==> src/rtl/sevenseg_scan.sv <==
// rtl/sevenseg_scan.sv - time-multiplexed common-anode seven-segment scanner with dark-cycle anti-ghosting
// Optional per-digit blinking is built only when SEVENSEG_BLINK_EN is defined.
module sevenseg_scan #(
    parameter int DIGITS       = 4,
    parameter int SCAN_DIV     = 50000,
    parameter int HEX          = 0,
    parameter int BLINK_FRAMES = 25
) (
    input  logic                  clk,
    input  logic                  rst_n,
    input  logic                  load,
    input  logic [4*DIGITS-1:0]   data,
    input  logic [DIGITS-1:0]     dp,
    input  logic                  blank_lz,
    input  logic [DIGITS-1:0]     blink_mask,
    output logic [6:0]            seg,
    output logic                  dp_n,
    output logic [DIGITS-1:0]     an
);
    localparam int PW = (SCAN_DIV > 1) ? $clog2(SCAN_DIV) : 1;
    localparam int IW = (DIGITS > 1) ? $clog2(DIGITS) : 1;

    logic [PW-1:0]         presc;
    logic [IW-1:0]         idx;
    logic [IW-1:0]         idx_next;
    logic [4*DIGITS-1:0]   shadow_code;
    logic [DIGITS-1:0]     shadow_dp;
    logic                  arm;
    logic                  tick;
    logic                  lz_blank;
    logic                  blink_off;
    logic [3:0]            code_sel;

    assign tick     = (presc == PW'(SCAN_DIV - 1));
    assign idx_next = (idx == IW'(DIGITS - 1)) ? '0 : idx + 1'b1;
    assign code_sel = shadow_code[int'(idx_next)*4 +: 4];

    function automatic logic [6:0] glyph(input logic [3:0] c);
        case (c)
            4'h0: glyph = 7'b100_0000;
            4'h1: glyph = 7'b111_1001;
            4'h2: glyph = 7'b010_0100;
            4'h3: glyph = 7'b011_0000;
            4'h4: glyph = 7'b001_1001;
            4'h5: glyph = 7'b001_0010;
            4'h6: glyph = 7'b000_0010;
            4'h7: glyph = 7'b111_1000;
            4'h8: glyph = 7'b000_0000;
            4'h9: glyph = 7'b001_0000;
            4'hA: glyph = (HEX != 0) ? 7'b000_1000 : 7'b111_1111;
            4'hB: glyph = (HEX != 0) ? 7'b000_0011 : 7'b111_1111;
            4'hC: glyph = (HEX != 0) ? 7'b100_0110 : 7'b111_1111;
            4'hD: glyph = (HEX != 0) ? 7'b010_0001 : 7'b111_1111;
            4'hE: glyph = (HEX != 0) ? 7'b000_0110 : 7'b111_1111;
            default: glyph = (HEX != 0) ? 7'b000_1110 : 7'b111_1111;
        endcase
    endfunction

    // The incoming digit is dark if it and every digit to its left hold zero.
    always_comb begin
        lz_blank = blank_lz && (idx_next != '0);
        for (int i = 0; i < DIGITS; i++) begin
            if (i >= int'(idx_next) && shadow_code[4*i +: 4] != 4'd0)
                lz_blank = 1'b0;
        end
    end

`ifdef SEVENSEG_BLINK_EN
    localparam int FW = (BLINK_FRAMES > 1) ? $clog2(BLINK_FRAMES) : 1;

    logic [FW-1:0] frame_cnt;
    logic          phase;
    logic          frame_wrap;
    logic          phase_next;

    assign frame_wrap = tick && (idx == IW'(DIGITS - 1));
    assign phase_next = (frame_wrap && frame_cnt == FW'(BLINK_FRAMES - 1)) ? ~phase : phase;
    assign blink_off  = phase_next & blink_mask[idx_next];

    always_ff @(posedge clk or negedge rst_n) begin
        if (!rst_n) begin
            frame_cnt <= '0;
            phase     <= 1'b0;
        end else if (frame_wrap) begin
            phase <= phase_next;
            if (frame_cnt == FW'(BLINK_FRAMES - 1))
                frame_cnt <= '0;
            else
                frame_cnt <= frame_cnt + 1'b1;
        end
    end
`else
    // blink_mask has no effect in this build.
    assign blink_off = 1'b0 & (|blink_mask);
`endif

    always_ff @(posedge clk or negedge rst_n) begin
        if (!rst_n) begin
            presc       <= '0;
            idx         <= IW'(DIGITS - 1);
            shadow_code <= '0;
            shadow_dp   <= '0;
            seg         <= 7'b111_1111;
            dp_n        <= 1'b1;
            an          <= '1;
            arm         <= 1'b0;
        end else begin
            presc <= tick ? '0 : presc + 1'b1;
            if (load) begin
                shadow_code <= data;
                shadow_dp   <= dp;
            end
            // Pattern is latched with the dark cycle so mid-slot loads never tear.
            if (tick) begin
                idx  <= idx_next;
                an   <= '1;
                arm  <= 1'b1;
                seg  <= (lz_blank || blink_off) ? 7'b111_1111 : glyph(code_sel);
                dp_n <= blink_off | ~shadow_dp[idx_next];
            end else if (arm) begin
                an  <= ~(DIGITS'(1) << idx);
                arm <= 1'b0;
            end
        end
    end
endmodule
==> config.mk <==
export PLATFORM = sky130hd
export DESIGN_NAME = sevenseg_scan
export DESIGN_NICKNAME = d
export VERILOG_FILES = /design/src/rtl/sevenseg_scan.sv
export SDC_FILE = /design/constraint.sdc
export NUM_CORES = 1
export LEC_CHECK = 0
export ABC_AREA = 1
export CAP_MARGIN = 20
export CORE_MARGIN = 2
export CORE_UTILIZATION = 45
export CTS_CLUSTER_DIAMETER = 100
export DETAILED_ROUTE_END_ITERATION = 16
export PLACE_DENSITY_LB_ADDON = 0.3
export SYNTH_ARGS = -nofsm -noshare
export SYNTH_HDL_FRONTEND = slang
export SYNTH_SLANG_ARGS = --single-unit
==> constraint.sdc <==
create_clock -name clk -period 2.75 [get_ports clk]
set_input_delay 0.55 -clock clk [delete_from_list [all_inputs] [get_ports clk]]
set_output_delay 0.55 -clock clk [all_outputs]
set_load 0.05 [all_outputs]
### After elaboration in Yosys (flattened, before gate mapping)

Memory sizes are Yosys's and may differ from the RTL's.
Cells that the tools add are included.

* bitwise operators: 2
* mux-type cells: 12
* equal/unequal tests: 2
* shift-type cells: 2
* reductions and logical operators: 10
* add/subtract/negate cells: 2
* order comparisons: 4

Operators by type and width (count)
* 16-bit by 1-bit adder with 16-bit output, second input constant: 1
* 16-bit equality test, second input constant: 1
* 16-bit 2-to-1 mux: 1
* 4-bit nonzero test: 4
* 16-bit by 5-bit variable part select with 4-bit output: 1
* 4-bit 2-to-1 mux: 2
* 7-bit 2-to-1 mux: 1
* 1-bit 2-to-1 mux: 6
* 1-bit by 2-bit greater-or-equal comparator with 1-bit output, first input constant: 2
* 1-bit logical AND: 4
* 4-bit NOT: 1
* 2-bit nonzero test: 2
* 1-bit by 2-bit left shift with 4-bit output, first input constant: 1
* 2-bit by 3-bit < comparator with 1-bit output, second input constant: 1
* 2-bit by 1-bit adder with 2-bit output, second input constant: 1
* 1-bit binary-select mux with 2-bit select: 1
* 2-bit equality test, second input constant: 1
* 2-bit greater-or-equal comparator, first input constant: 1
* 2-bit 2-to-1 mux: 1
* 1-bit NOT: 1

* flip-flop bits (word level): 51
* word-level logic and storage cells: 43
* memories kept: 1
* bits in read-only memories: 112

Memories
* (no name shown): depth 16, width 7, rd ports 1, clocked after memory_dff 0, write ports 0, line 39 `case (c)`

### Logic depth before layout (Yosys ltp)

* depth after elaboration: 9
* mapped depth: 14
* mapped depth without buffers: 13

### Worst setup path after synthesis

Ideal clock, no wire load.

* path type: register to register
* start: register idx[0]
* end: register seg[3]
* slack: 0.628 ns
* arrival time: 2.054 ns
* period minus slack after synthesis: 2.122 ns
* stages on the path, launching flop included: 13
* buffers on the path: 1
* cell sequence: dfstp_2 > inv_2 > ha_1 > clkbuf_1 > nand3_1 > nand2_2 > inv_1 > ha_1 > inv_1 > nand2_1 > nand2_1 > nand2_1 > a21boi_2

* word-level cells in the longest chain between the ends: 9

Ends and longest elaborated chain
* start: declaration: line 24 `logic [IW-1:0] idx;`
* start signal: assignment: line 100 `idx <= IW'(DIGITS - 1);`
* start signal: assignment: line 115 `idx <= idx_next;`
* 2-bit by 1-bit adder with 2-bit output / 2-bit equality test (equally long branches): line 35 `assign idx_next = (idx == IW'(DIGITS - 1)) ? '0 : idx + 1'b1;`
* 2-bit 2-to-1 mux (*): line 35
* named net idx_next[1]: line 25 `logic [IW-1:0] idx_next;`
* branches (longest 6 deep; another with memory read 16 x 7 bit)
* 7-bit 2-to-1 mux (*): line 118 `seg <= (lz_blank || blink_off) ? 7'b111_1111 : glyph(code_sel);`
* end signal: assignment: line 118
* end: declaration: line 16 `output logic [6:0] seg,`

Mark *: on every way through the listed nets, which the timed path passes.
A chain may end at the register's enable or synchronous reset.

### Final worst setup path

Same ends and word-level chain as after synthesis.

==> impl_results.md <==
- Vias per inst: 4.93
- Row cnt: 28
- #FFs+latches synth: 51
- Routed len/inst: 12.2 um
- Worst Tran Pin Value: 0.545 ns
- Leak: 0.00149 uW
- Final setup violation count: 0
- Vias: 2141
- Die width: 81.9 um
- Setup ws final: 0.516 ns
- Root Driver: clkbuf_8
- Nets: 392
- Clk_skew: 0.00580 ns
- F_max: 448 MHz
- Synth unique cells: 34
- Vias in the first global route: 2061
- Starting Density: 0.464
- Total CTS buffers: 5
- Pin count of the biggest net entering global routing: 30
- P&R area growth vs syn: 18.5%
- Critical path class: reg2reg
- Post_cts resized: 0
- Synth warnings: 0
- Endpoints failing hold: 0
- RSZ-0062 raised after global routing: false
- Pre-CTS setup slack: 0.527 ns
- I/O Buffers: 35
- CP Max Fanout: 8
- Final ANT Viol Nets: 0
- Share of cells above drive strength 1: 0.181
- Req. time, crit path: 2.99 ns
- Detailed Routing Iterations Pass 1: 4
- TritonCTS clock tree: yes
- Congestion Overflow GR: 0
- Crit end category: flop
- DIE AREA: 6710 um2
- Sequential share of the synthesized area: 0.473
- Hold slack final: 0.221 ns
- Final WL: 5300 um
- Fillers: 553
- WP data arrival: 2.47 ns
- Hold-fix buffers, CTS: 0
- Post-DP HPWL: 4050 um
- Yosys top cell by area: dfrtp_1
- Max cap viols: 0
- Antenna violations before repair: 0
- Hold/Removal Path Class: in2async
- Power Dens Cells: 422 nW/um2
- Initial DRC Count: 115
- Synthesized area: 2730 um2
- Mean Syn Cell Area: 8.51 um2
- Clock Latency Late Sink: 0.30 ns
- Drt drc: 0
- Max-slew headroom: 0.637
- H-tree lvl count: 2
- CP startpoint kind: flop
- Synth top area cells: dfrtp_1 (34%), dfstp_2 (13%), nand2_1 (11%)
- Status: completed
- Total core area: 5890 um2
- Clock sinks: 51
- Post-Syn Nets: 355
- Synth Instances: 321
- First-pass GRT wire length: 9420 um
- Final worst path period share: 0.813
- Post-CTS Setup Bufs: 0
- Final TNS setup: 0 ns
- Area share of the largest cell type after synthesis: 0.339
- ANT cells: 0
- Max IR drop VDD: 277 uV
- Tmin final: 2.23 ns
- Clock tree buffer depth: 2
- CTS clk-pin slew, worst paths: 0.09 ns
- Finished Cell Area: 3240 um2
- RD Place Congestion: 0.845
- Overall Global Routing Usage: 0.183
- Die Height: 81.9 um
- Final Max Slew Viols: 0
- DP Area: 3160 um2
- # IOs: 40
-- cell usage after synthesis --
cell and number:
a21boi_1 1, nor2_2 5, a21oi_2 2, inv_1 34, buf_6 2, nor4_1 3, dfrtp_1 37, ha_1 6
buf_4 1, or2_2 1, nand2_1 83, o21ai_0 14, nand2_4 1, dfstp_2 14, nand4_1 5, o21ai_1 5
and2_1 1, buf_2 3, mux2_2 12, nor3_2 2, inv_2 8, nor3_4 1, nand3_1 15, xor2_1 7
nor3_1 7, nand3_2 1, clkbuf_1 3, a21boi_2 3, nand3b_1 1, o211ai_1 6, a21oi_1 6, or2_1 6
nor2_1 20, nand2_2 5
-- metrics by stage --
stage | utilization | power (uW) | cells
floorplan | - | 890 | 321
global placement | 0.537 | 958 | 426
detailed placement | 0.537 | 963 | 426
CTS | 0.550 | 1390 | 434
global route | 0.550 | 1450 | 434
finish | 0.550 | 1360 | 434
-- path summary, 6_finish.rpt --
check / start / endpoint / slack [ns] / cells after the start
setup / recovery: idx[0]$_DFFE_PN1P_ / seg[3]$_DFFE_PN1P_ / 0.52 / 12
hold / removal: rst_n / presc[14]$_DFF_PN0_ / 0.22 / 1
setup reg to reg: idx[0]$_DFFE_PN1P_ / seg[3]$_DFFE_PN1P_ / 0.52 / 12
hold reg to reg: presc[0]$_DFF_PN0_ / presc[0]$_DFF_PN0_ / 0.47 / 1
max in group asynchronous: rst_n / idx[0]$_DFFE_PN1P_ / 1.91 / 2
min in group clk: presc[0]$_DFF_PN0_ / presc[0]$_DFF_PN0_ / 0.47 / 1
-- cells by family after synthesis --
logic type | Yosys count | synth area share
DFF | 51 | 0.473
AOI/OAI and AO/OA | 37 | 0.0838
xor gates and xnor gates | 7 | 0.0224
buffers and inverters | 51 | 0.0783
muxes | 12 | 0.0495
adders and majority gates | 6 | 0.0275
and+or+nand+nor | 157 | 0.265
-- routing by layer --
layer | global-route usage | part of all wire
met5 | 0 | 0
met4 | 0.0650 | 0.014
met3 | 0.0297 | 0.029
met2 | 0.296 | 0.48
met1 | 0.250 | 0.48
-- report_power, final --
part,internal (uW),total (uW),switching (uW)
clock,181,418,236
combinational,73.0,149,76.3
sequential,779,798,19.3
total,1030,1360,332
-- critical path, cell delays in order, from the launching register on --
cell and delay (ns):
dfstp_2 0.59, inv_2 0.08, ha_1 0.30, inv_1 0.22, nand3_1 0.13, nand2_2 0.13, inv_1 0.07, ha_1 0.28
inv_1 0.07, nand2_1 0.05, nand2_1 0.07, nand2_1 0.06, a21boi_2 0.12
-- flip-flops by register name (all words and copies together), names as in the netlist --
| name | cells |
|---|---|
| shadow_code | 16 |
| dp_n | 1 |
| an | 4 |
| arm | 1 |
| idx | 2 |
| shadow_dp | 4 |
| presc | 16 |
| seg | 7 |
-- final cells by class --
type | count | area, um2 | area share
sequential | 51 | 1290 | 0.400
clock buffer | 8 | 80.1 | 0.0247
multi-input combinational | 219 | 1220 | 0.378
tap | 75 | 93.8 | 0.0290
inverter | 42 | 158 | 0.0487
timing repair buffer | 39 | 388 | 0.120
-- cell usage in the layout (no fill, tap or decap), types with 2 or more instances in the layout --
cell	n
clkbuf_1	3
nand2_1	83
clkdlybuf4s50_1	34
o211ai_1	6
nand4_1	5
inv_1	34
nand2_2	5
mux2_2	12
clkbuf_8	5
a21boi_2	3
or2_1	6
dfrtp_1	37
nor3_1	7
dfstp_2	14
a21oi_2	2
a21oi_1	6
ha_1	6
nor3_2	2
buf_4	3
nor4_1	3
inv_2	8
nor2_2	5
nand3_1	15
o21ai_1	5
xor2_1	7
nor2_1	20
o21ai_0	14
Power figures use the tool's default switching activity.
